`src/rtl/uart_boot_loader_pkg.sv`:
```
// Shared encodings for the UART boot loader: FSM states, sticky error codes
// and the default frame start marker.
package uart_boot_loader_pkg;

    typedef enum logic [2:0] {
        WAIT_SYNC = 3'd0,
        LEN_LO    = 3'd1,
        LEN_HI    = 3'd2,
        PAYLOAD   = 3'd3,
        CHECK     = 3'd4,
        RUN       = 3'd5
    } boot_state_t;

    typedef enum logic [1:0] {
        ERR_NONE    = 2'd0,
        ERR_CSUM    = 2'd1,
        ERR_TIMEOUT = 2'd2,
        ERR_FRAME   = 2'd3
    } boot_err_t;

    localparam logic [7:0] SYNC_BYTE_DEFAULT = 8'hA5;

endpackage

```
`src/rtl/uart_boot_loader_if.sv`:
```
// Boot loader bus: UART byte stream in, instruction-memory writes and CPU
// control/status out.
interface uart_boot_loader_if #(
    parameter int ADDR_W = 10
);
    logic              rx_valid;
    logic [7:0]        rx_data;
    logic              rx_err;
    logic              load_req;
    logic              imem_we;
    logic [ADDR_W-1:0] imem_addr;
    logic [31:0]       imem_wdata;
    logic              cpu_rst;
    logic              busy;
    logic              done;
    logic [1:0]        error_code;

    modport slave (
        input  rx_valid, rx_data, rx_err, load_req,
        output imem_we, imem_addr, imem_wdata, cpu_rst, busy, done, error_code
    );

    modport master (
        output rx_valid, rx_data, rx_err, load_req,
        input  imem_we, imem_addr, imem_wdata, cpu_rst, busy, done, error_code
    );
endinterface

```
`src/rtl/uart_boot_loader_word_packer.sv`:
```
// Little-endian byte-to-word assembler: the first byte of a word lands in
// [7:0]; word_vld_o pulses the cycle after the fourth byte.
module boot_word_packer (
    input  logic        clk,
    input  logic        rst,
    input  logic        clr_i,
    input  logic        byte_vld_i,
    input  logic [7:0]  byte_i,
    output logic [1:0]  idx_o,
    output logic        word_vld_o,
    output logic [31:0] word_o
);
    logic [1:0]  cnt_q;
    logic        wvld_q;
    logic [31:0] word_q;

    always_ff @(posedge clk) begin
        if (rst) begin
            cnt_q  <= '0;
            wvld_q <= 1'b0;
            word_q <= '0;
        end else begin
            wvld_q <= 1'b0;
            if (clr_i) begin
                cnt_q  <= '0;
                word_q <= '0;
            end else if (byte_vld_i) begin
                word_q <= {byte_i, word_q[31:8]};
                cnt_q  <= cnt_q + 2'd1;
                wvld_q <= (cnt_q == 2'd3);
            end
        end
    end

    assign idx_o      = cnt_q;
    assign word_vld_o = wvld_q;
    assign word_o     = word_q;
endmodule

```
`src/rtl/uart_boot_loader.sv`:
```
// Boot loader: holds the CPU in reset, receives a framed image over UART,
// writes it into instruction memory, verifies an XOR checksum, releases the CPU.
module uart_boot_loader
    import uart_boot_loader_pkg::*;
#(
    parameter int         ADDR_W      = 10,
    parameter int         TIMEOUT_CYC = 200000,
    parameter logic [7:0] SYNC_BYTE   = SYNC_BYTE_DEFAULT
) (
    input  logic              clk,
    input  logic              rst,
    uart_boot_loader_if.slave bus
);
    localparam int          TW      = $clog2(TIMEOUT_CYC + 1);
    localparam logic [16:0] MAX_LEN = 17'(2 ** ADDR_W);

    boot_state_t       state_q, state_d;
    boot_err_t         err_q, err_d;
    logic [7:0]        csum_q, csum_d;
    logic [15:0]       len_q, len_d;
    logic [TW-1:0]     tmo_q, tmo_d;
    logic [ADDR_W-1:0] addr_q, addr_d;
    logic              busy_q, done_q, cpu_rst_q;

    logic        pk_clr, pk_vld, pk_wvld, in_frame, last_word;
    logic [1:0]  pk_idx;
    logic [31:0] pk_word;
    logic [16:0] len_new;

    boot_word_packer u_packer (
        .clk        (clk),
        .rst        (rst),
        .clr_i      (pk_clr),
        .byte_vld_i (pk_vld),
        .byte_i     (bus.rx_data),
        .idx_o      (pk_idx),
        .word_vld_o (pk_wvld),
        .word_o     (pk_word)
    );

    assign in_frame  = (state_q == LEN_LO) || (state_q == LEN_HI) ||
                       (state_q == PAYLOAD) || (state_q == CHECK);
    // addr_q still holds the current word index when its 4th byte arrives
    assign last_word = (17'(addr_q) + 17'd1) == {1'b0, len_q};
    assign len_new   = {1'b0, bus.rx_data, len_q[7:0]};

    always_comb begin
        state_d = state_q;
        err_d   = err_q;
        csum_d  = csum_q;
        len_d   = len_q;
        addr_d  = addr_q;
        pk_clr  = 1'b0;
        pk_vld  = 1'b0;
        tmo_d   = '0;
        if (in_frame && !bus.rx_valid) tmo_d = tmo_q + TW'(1);
        if (pk_wvld) addr_d = addr_q + ADDR_W'(1);

        if (in_frame && bus.rx_err) begin
            state_d = WAIT_SYNC;
            err_d   = ERR_FRAME;
        end else if (in_frame && tmo_q == TW'(TIMEOUT_CYC - 1)) begin
            state_d = WAIT_SYNC;
            err_d   = ERR_TIMEOUT;
        end else begin
            case (state_q)
                WAIT_SYNC: if (bus.rx_valid && bus.rx_data == SYNC_BYTE) begin
                    state_d = LEN_LO;
                    err_d   = ERR_NONE;
                    csum_d  = '0;
                    addr_d  = '0;
                    pk_clr  = 1'b1;
                end
                LEN_LO: if (bus.rx_valid) begin
                    len_d[7:0] = bus.rx_data;
                    state_d    = LEN_HI;
                end
                LEN_HI: if (bus.rx_valid) begin
                    len_d[15:8] = bus.rx_data;
                    if (len_new > MAX_LEN) begin
                        state_d = WAIT_SYNC;
                        err_d   = ERR_FRAME;
                    end else if (len_new == '0) begin
                        state_d = CHECK;
                    end else begin
                        state_d = PAYLOAD;
                    end
                end
                PAYLOAD: if (bus.rx_valid) begin
                    csum_d = csum_q ^ bus.rx_data;
                    pk_vld = 1'b1;
                    if (pk_idx == 2'd3 && last_word) state_d = CHECK;
                end
                CHECK: if (bus.rx_valid) begin
                    if (bus.rx_data == csum_q) begin
                        state_d = RUN;
                    end else begin
                        state_d = WAIT_SYNC;
                        err_d   = ERR_CSUM;
                    end
                end
                RUN: if (bus.load_req) state_d = WAIT_SYNC;
                default: state_d = WAIT_SYNC;
            endcase
        end
    end

    always_ff @(posedge clk) begin
        if (rst) begin
            state_q   <= WAIT_SYNC;
            err_q     <= ERR_NONE;
            csum_q    <= '0;
            len_q     <= '0;
            tmo_q     <= '0;
            addr_q    <= '0;
            busy_q    <= 1'b0;
            done_q    <= 1'b0;
            cpu_rst_q <= 1'b1;
        end else begin
            state_q   <= state_d;
            err_q     <= err_d;
            csum_q    <= csum_d;
            len_q     <= len_d;
            tmo_q     <= tmo_d;
            addr_q    <= addr_d;
            busy_q    <= (state_d == LEN_LO) || (state_d == LEN_HI) ||
                         (state_d == PAYLOAD) || (state_d == CHECK);
            done_q    <= (state_d == RUN);
            cpu_rst_q <= (state_d != RUN);
        end
    end

    assign bus.imem_we    = pk_wvld;
    assign bus.imem_addr  = addr_q;
    assign bus.imem_wdata = pk_word;
    assign bus.cpu_rst    = cpu_rst_q;
    assign bus.busy       = busy_q;
    assign bus.done       = done_q;
    assign bus.error_code = err_q;
endmodule

```
`src/flat_wrapper.sv`:
```
// flat-port wrapper written by rule: the top's interface ports become plain ports
module uart_boot_loader_flat import uart_boot_loader_pkg::*;
#(
    parameter int         ADDR_W      = 10,
    parameter int         TIMEOUT_CYC = 200000,
    parameter logic [7:0] SYNC_BYTE   = SYNC_BYTE_DEFAULT
)
  (clk, rst, bus_rx_valid, bus_rx_data, bus_rx_err, bus_load_req, bus_imem_we, bus_imem_addr, bus_imem_wdata, bus_cpu_rst, bus_busy, bus_done, bus_error_code);
  uart_boot_loader_if #(.ADDR_W(ADDR_W)) bus_i ();
  input  logic clk;
  input  logic rst;
  input wire logic [$bits(bus_i.rx_valid)-1:0] bus_rx_valid;
  input wire logic [$bits(bus_i.rx_data)-1:0] bus_rx_data;
  input wire logic [$bits(bus_i.rx_err)-1:0] bus_rx_err;
  input wire logic [$bits(bus_i.load_req)-1:0] bus_load_req;
  output wire logic [$bits(bus_i.imem_we)-1:0] bus_imem_we;
  output wire logic [$bits(bus_i.imem_addr)-1:0] bus_imem_addr;
  output wire logic [$bits(bus_i.imem_wdata)-1:0] bus_imem_wdata;
  output wire logic [$bits(bus_i.cpu_rst)-1:0] bus_cpu_rst;
  output wire logic [$bits(bus_i.busy)-1:0] bus_busy;
  output wire logic [$bits(bus_i.done)-1:0] bus_done;
  output wire logic [$bits(bus_i.error_code)-1:0] bus_error_code;
  assign bus_i.rx_valid = bus_rx_valid;
  assign bus_i.rx_data = bus_rx_data;
  assign bus_i.rx_err = bus_rx_err;
  assign bus_i.load_req = bus_load_req;
  assign bus_imem_we = bus_i.imem_we;
  assign bus_imem_addr = bus_i.imem_addr;
  assign bus_imem_wdata = bus_i.imem_wdata;
  assign bus_cpu_rst = bus_i.cpu_rst;
  assign bus_busy = bus_i.busy;
  assign bus_done = bus_i.done;
  assign bus_error_code = bus_i.error_code;
  uart_boot_loader #(.ADDR_W(ADDR_W), .TIMEOUT_CYC(TIMEOUT_CYC), .SYNC_BYTE(SYNC_BYTE)) u_core (.clk(clk), .rst(rst), .bus(bus_i));
endmodule
```
`config.mk`:
```
export PLATFORM = sky130hd
export DESIGN_NAME = uart_boot_loader_flat
export DESIGN_NICKNAME = d
export VERILOG_FILES = /design/src/rtl/uart_boot_loader_pkg.sv /design/src/rtl/uart_boot_loader_if.sv /design/src/rtl/uart_boot_loader_word_packer.sv /design/src/rtl/uart_boot_loader.sv /design/src/flat_wrapper.sv
export SDC_FILE = /design/constraint.sdc
export NUM_CORES = 1
export LEC_CHECK = 0
export CAP_MARGIN = 20
export CORE_MARGIN = 2
export CORE_UTILIZATION = 41
export DETAILED_ROUTE_END_ITERATION = 8
export DONT_BUFFER_PORTS = 1
export PLACE_DENSITY = 0.54
export SYNTH_ARGS = -nofsm -noshare
export SYNTH_HDL_FRONTEND = slang
export SYNTH_SLANG_ARGS = --single-unit
```
`constraint.sdc`:
```
create_clock -name clk -period 2.66 [get_ports clk]
set_input_delay 0.399 -clock clk [delete_from_list [all_inputs] [get_ports clk]]
set_output_delay 0.399 -clock clk [all_outputs]
set_load 0.01 [all_outputs]
```
=== Word level (Yosys, flattened, before mapping) ===
Index checks and enable logic that the tools add are counted.

* Register bits: 95
* Input bits: 13
* Output and inout port bits: 48
* Logic and storage cells: 106

* Add/sub/neg operators: 4
* $lt $le $gt $ge: 1
* Equal/unequal tests: 23
* Mux-type cells: 37
* Bitwise gates (word level): 5
* Reductions and logical operators: 23

{| class="wikitable"
|+ Operator list
! operator !! number
|-
| $mux W10 || 5
|-
| $mux W3 || 12
|-
| $add A18 B1 Y18 const B || 1
|-
| $eq A18 B18 Y1 const B || 1
|-
| $pmux W3 S6 || 1
|-
| $eq A17 B16 Y1 || 1
|-
| $logic_not A17 Y1 || 1
|-
| $gt A16 B11 Y1 const B || 1
|-
| $mux W8 || 2
|-
| $ne A4 B4 Y1 const B || 4
|-
| $pmux W8 S2 || 1
|-
| $mux W2 || 7
|-
| $eq A3 B2 Y1 const B || 4
|-
| $eq A3 B3 Y1 const B || 4
|-
| $add A10 B1 Y11 const B || 1
|-
| $add A10 B1 Y10 const B || 1
|-
| $eq A8 B8 Y1 || 1
|-
| $eq A8 B8 Y1 const B || 1
|-
| $mux W1 || 8
|-
| $reduce_and A4 Y1 || 2
|-
| $xor A8 B8 Y8 || 1
|-
| $eq A3 B1 Y1 const B || 2
|-
| $logic_or A1 B1 Y1 || 6
|-
| $pmux W2 S3 || 1
|-
| other kinds (16) || 24
|}

=== Logic depth before layout (Yosys ltp) ===
* Depth in word-level cells: 12
* Gate-level depth with buffers: 9
* Depth with buffers taken out: 7

=== Cells and area by module ===
From an unflattened synthesis, not the netlist that was laid out.

* Cell total of the unflattened synthesis: 492
* Area total of the unflattened synthesis: 4535.6 um2

{| class="wikitable"
|+ By module, submodules not included
! module !! instances !! cells an instance !! area each (um2) !! seq. area each (um2)
|-
| uart_boot_loader || 1 || 377 || 3238.1 || 1201.2
|-
| boot_word_packer || 1 || 115 || 1297.5 || 700.7
|}

=== Least setup slack after synthesis ===
Ideal clock, no wire load.

* Path type: flip-flop to flip-flop
* From: register u_core.addr_q[0], in the netlist u_core.bus.imem_addr[0]
* To: register u_core.state_q[1]
* Setup time: 127 ps
* Data arrival time: 2073 ps
* Path slack: 460 ps
* Stages on the path, launching flop included: 9
* Path buffers: 1
* Cell sequence: dfxtp_1 ha_1 and2_1 buf_2 or3b_1 a211oi_2 nor3_1 o41ai_2 a21oi_1

* Word-level cells in the longest chain between the ends: 8

{| class="wikitable"
|+ Ends and longest elaborated chain
! item !! RTL line !! text
|-
| start, declared || uart_boot_loader.sv:22 || <nowiki>logic [ADDR_W-1:0] addr_q, addr_d;</nowiki>
|-
| start signal, assigned || uart_boot_loader.sv:125 || <nowiki>addr_q <= addr_d;</nowiki>
|-
| $add A10 B1 Y11 || uart_boot_loader.sv:44 || <nowiki>assign last_word = (17'(addr_q) + 17'd1) == {1'b0, len_q};</nowiki>
|-
| $eq A17 B16 Y1 || uart_boot_loader.sv:44 ||
|-
| $logic_and A1 B1 Y1 || uart_boot_loader.sv:92 || <nowiki>if (pk_idx == 2'd3 && last_word) state_d = CHECK;</nowiki>
|-
| $mux W3 || uart_boot_loader.sv:92 ||
|-
| $mux W3 || uart_boot_loader.sv:89 || <nowiki>PAYLOAD: if (bus.rx_valid) begin</nowiki>
|-
| $pmux W3 S6 || uart_boot_loader.sv:66 || <nowiki>case (state_q)</nowiki>
|-
| $mux W3 || uart_boot_loader.sv:62 || <nowiki>end else if (in_frame && tmo_q == TW'(TIMEOUT_CYC - 1)) begin</nowiki>
|-
| $mux W3 || uart_boot_loader.sv:59 || <nowiki>if (in_frame && bus.rx_err) begin</nowiki>
|-
| end signal, assigned || uart_boot_loader.sv:120 || <nowiki>state_q <= state_d;</nowiki>
|-
| end, declared || uart_boot_loader.sv:17 || <nowiki>boot_state_t state_q, state_d;</nowiki>
|}

No other way between the ends.
A chain may end at the register's enable or synchronous reset.

=== Worst setup path in the final report ===
* From: register u_core.state_q[0]
* To: register u_core.csum_q[1]

* Word-level cells in the longest chain between the ends: 7
* Elaborated cells on any way between the ends: 17

{| class="wikitable"
|+ Ends and longest elaborated chain
! item !! RTL line !! text
|-
| $eq A3 B1 Y1 / $eq A3 B2 Y1 (equally long branches) || uart_boot_loader.sv:41 || <nowiki>assign in_frame = (state_q == LEN_LO) || (state_q == LEN_HI) ||</nowiki>
|-
| $logic_or A1 B1 Y1 (2 in series) || uart_boot_loader.sv:41 ||
|-
| $logic_or A1 B1 Y1 || uart_boot_loader.sv:42 || <nowiki>(state_q == PAYLOAD) || (state_q == CHECK);</nowiki>
|-
| $logic_and A1 B1 Y1 (on tied branches) || uart_boot_loader.sv:59, uart_boot_loader.sv:62 ||
|-
| $not A1 Y1 (no line) || -- ||
|-
| $reduce_and A5 Y1 (no line) || -- ||
|-
| end signal, assigned || uart_boot_loader.sv:122 || <nowiki>csum_q <= csum_d;</nowiki>
|-
| end, declared || uart_boot_loader.sv:19 || <nowiki>logic [7:0] csum_q, csum_d;</nowiki>
|}

Several ways; a longest one is shown, not always the timed one.

==> reports/results.ini <==
[grt]
grt_max_degree = 44
first_global_vias = 3464
grt_pass1_wl_mm = 17.4
grt_usage = 0.187
overflow = 0
grt_antenna_before_repair = 0

[critical_path]
crit_path_end_kind = flop
slowest_stage = dfxtp_1
r2r-start = u_core.state_q[0]
arrival_ns = 2.60
critical_path.max_stage_delay_ns = 0.45
crit_buf_inv = 1
cp-start-kind = flop
worstPathCellList = or3_1 -> and3_1 -> a31oi_4 -> and3_1 -> buf_12 -> nand3_2 -> o2bb2ai_1
rrSetupSlack_ns = 0.36
critPathKind = flop to flop
crit_family = simple AND/OR/NAND/NOR gates
path_common_cell = and3_1
cp-startpoint = u_core.state_q[0]
crit_required_ns = 2.96
worstPathMaxFanout = 43
reg2reg_depth = 7
r2r_end = u_core.csum_q[1]

[drt]
routed_wl_mm = 10.8
drtPass1Iterations = 4
drt_iter0_drc = 189
viasPerCell = 5.42
drc = 0
route.detailed.wl_per_inst_um = 16.0
dr_total_vias = 3654
drt.antenna.violating_nets = 0

[power]
seqPwrFrac = 0.577
p_sw_w = 0.000533
finalPower_w = 0.00246
leakagePower_nw = 1.76
swShare = 0.216
peakVddDrop_mv = 0.254
power.internal_w = 0.00193
clkPwrFrac = 0.403
power.density_nw_per_um2 = 509
p_comb_frac = 0.020

[sta]
hold_slack_ns = 0.0863
finClkSkew_ns = 0.00696
finalCritPeriodShare = 0.865
setup_tns_ns = 0
setup_viol = 0
worst_pin_slew_ns = 0.680
slew_viol_final = 0
timing.final.crit_period_ns = 2.30
hold_viol_final = 0
fmax_mhz = 435
fin_ws_ns = 0.360
slew_headroom = 0.545
rsz0062_at_grt = false

[hold_path]
min_from = rst
hold_end = u_core.len_q[5]
hp-class = input pin to flop
worstHoldPathCells = 1

[synth]
synth_seq_cells = 95
yosys.cell_types.count = 57
synth.avg_cell_area_um2 = 8.35
synth-main-ff-cell = dfxtp_1
syn_area_um2 = 4500
synth_edf_count = 0
yosysWarningCount = 0
syn_inst = 539
ys_seq_area_frac = 0.423
synth_nets = 555
synth-async-reset-ratio = 0

[flow_run]
drv_cap = 0

[place]
io_buffers = 0
gp_congestion = 0.857
place_ws_ns = 0.359
dp_hpwl_mm = 7.55

[cells_and_area]
fin_util = 0.448
nets = 545
drive_gt1_frac = 0.0693
multiInputGateArea_um2 = 2380
nFillCells = 1092
area_growth_pct = 7.45
regArea_um2 = 1900
antennaDiodeCount = 0

[clocking]
post_cts_resize_count = 0
holdBufCountCts = 0
cts-root-buf = clkbuf_8
clkTransAtPathRegs_ns = 0.09
cts_sinks = 95
clockBufferDepth = 2
cts_buffers = 9
post_cts_buffers = 0
insertion_delay_ns = 0.37
cts_tree = built
htree_levels = 3

[run_status]
status = finished clean

[floorplanning]
num_io_pins = 61
rows = 38
die_h_um = 109
dieArea_um2 = 11800
core_area_um2 = 10800
start_util = 0.417
die-width_um = 109

==> sequential cells by signal (all words and copies together), names as in the netlist <==
register                    cells
u_core.bus.busy                 1
u_core.bus.imem_addr           10
u_core.u_packer.word_vld_o      1
u_core.csum_q                   8
u_core.tmo_q                   18
u_core.bus.done                 1
u_core.u_packer.word_o         32
u_core.bus.error_code           2
u_core.u_packer.idx_o           2
u_core.state_q                  3
u_core.bus.cpu_rst              1
u_core.len_q                   16
==> logic make-up (layout without fill, tap and decap cells) <==
kind of cell,Yosys count,count (layout),share of synthesized area
AND/OR/NAND/NOR,243,243,0.263
flip-flops,95,95,0.423
AO/OA/AOI/OAI,90,90,0.134
buffers and inverters,47,42,0.0481
XOR/XNOR,41,41,0.0798
multiplexers,20,20,0.0445
adder cells (fa/ha/maj),3,3,0.00834
==> routing by layer <==
metal | global-route usage | wire length (µm) | up-vias
met5 | 0 | 0 | -
met4 | 0.0852 | 212 | 0
met3 | 0.0412 | 396 | 15
met2 | 0.304 | 5110 | 58
met1 | 0.238 | 5090 | 1745
li1 | - | - | 1836
==> area by class of cell <==
class                   count  area share
clock buffers              14      0.0336
clock inverters             2     0.00802
inverters                  12     0.00931
multi-input cells         397       0.493
flip-flops and latches     95       0.393
well taps                 140      0.0362
repair buffers             14      0.0269
==> synthesized netlist by cell type, types with 2 or more instances <==
master     number  share of area
a211oi_1        2         0.0033
a21o_1          3         0.0050
a21oi_1        44          0.049
a31oi_1         3         0.0042
and2_1          4         0.0056
and3_1          9          0.013
and4_1          2         0.0039
buf_2           8         0.0089
buf_4           6          0.010
clkbuf_1       19          0.016
dfxtp_1        95           0.42
ha_1            3         0.0083
inv_1          11         0.0092
mux2i_1        20          0.044
nand2_1        90          0.075
nand2b_1        9          0.013
nand3_1        23          0.026
nand3_2         2         0.0044
nand4_1         9          0.013
nand4b_1        3         0.0058
nor2_1         55          0.046
nor2b_1         3         0.0042
nor3_1          7         0.0078
nor3b_1         2         0.0033
nor4_1          9          0.013
nor4b_1         4         0.0078
o211ai_1        3         0.0050
o21a_1          2         0.0033
o21ai_0         2         0.0022
o22ai_1         8          0.011
o2bb2ai_1       9          0.018
o311a_1         2         0.0044
o31ai_1         2         0.0033
or3_1           4         0.0056
xnor2_1        15          0.029
xor2_1         26          0.051
==> power by group through the flow <==
stage                     Sequential, W  Combinational [W]  Clock (W)
after global placement          0.00145          0.0000467          0
final                           0.00142          0.0000482   0.000993
after floorplan                 0.00145          0.0000513          0
after detailed placement        0.00145          0.0000479          0
after global routing            0.00142          0.0000525    0.00107
after CTS                       0.00142          0.0000481    0.00102
==> how the worst max path moves through the flow <==
stage          slack, ns  cells after the start                end
2_1_floorplan       0.46                      8  u_core.state_q[1]
3_3_place_gp        0.40                      7   u_core.csum_q[3]
3_5_place_dp        0.36                      7   u_core.csum_q[3]
4_1_cts             0.37                      7   u_core.csum_q[1]
5_1_grt             0.24                      7   u_core.csum_q[6]
6_report            0.36                      7   u_core.csum_q[1]
==> cell usage in the layout (no fill, tap or decap), types with 11 or more instances in the layout <==
master,instances
nor2_1,55
dfxtp_1,95
xor2_1,26
clkbuf_8,11
buf_4,12
nand2_1,90
a21oi_1,44
inv_1,11
nand3_1,23
xnor2_1,15
mux2i_1,20
==> per-stage QoR <==
stage,cell area [µm²],std cells
floorplan,4500,539
global placement,4630,658
detailed placement,4630,658
CTS,4840,674
global route,4840,674
finish,4840,674
No activity file was read; power rests on OpenSTA's default activity.
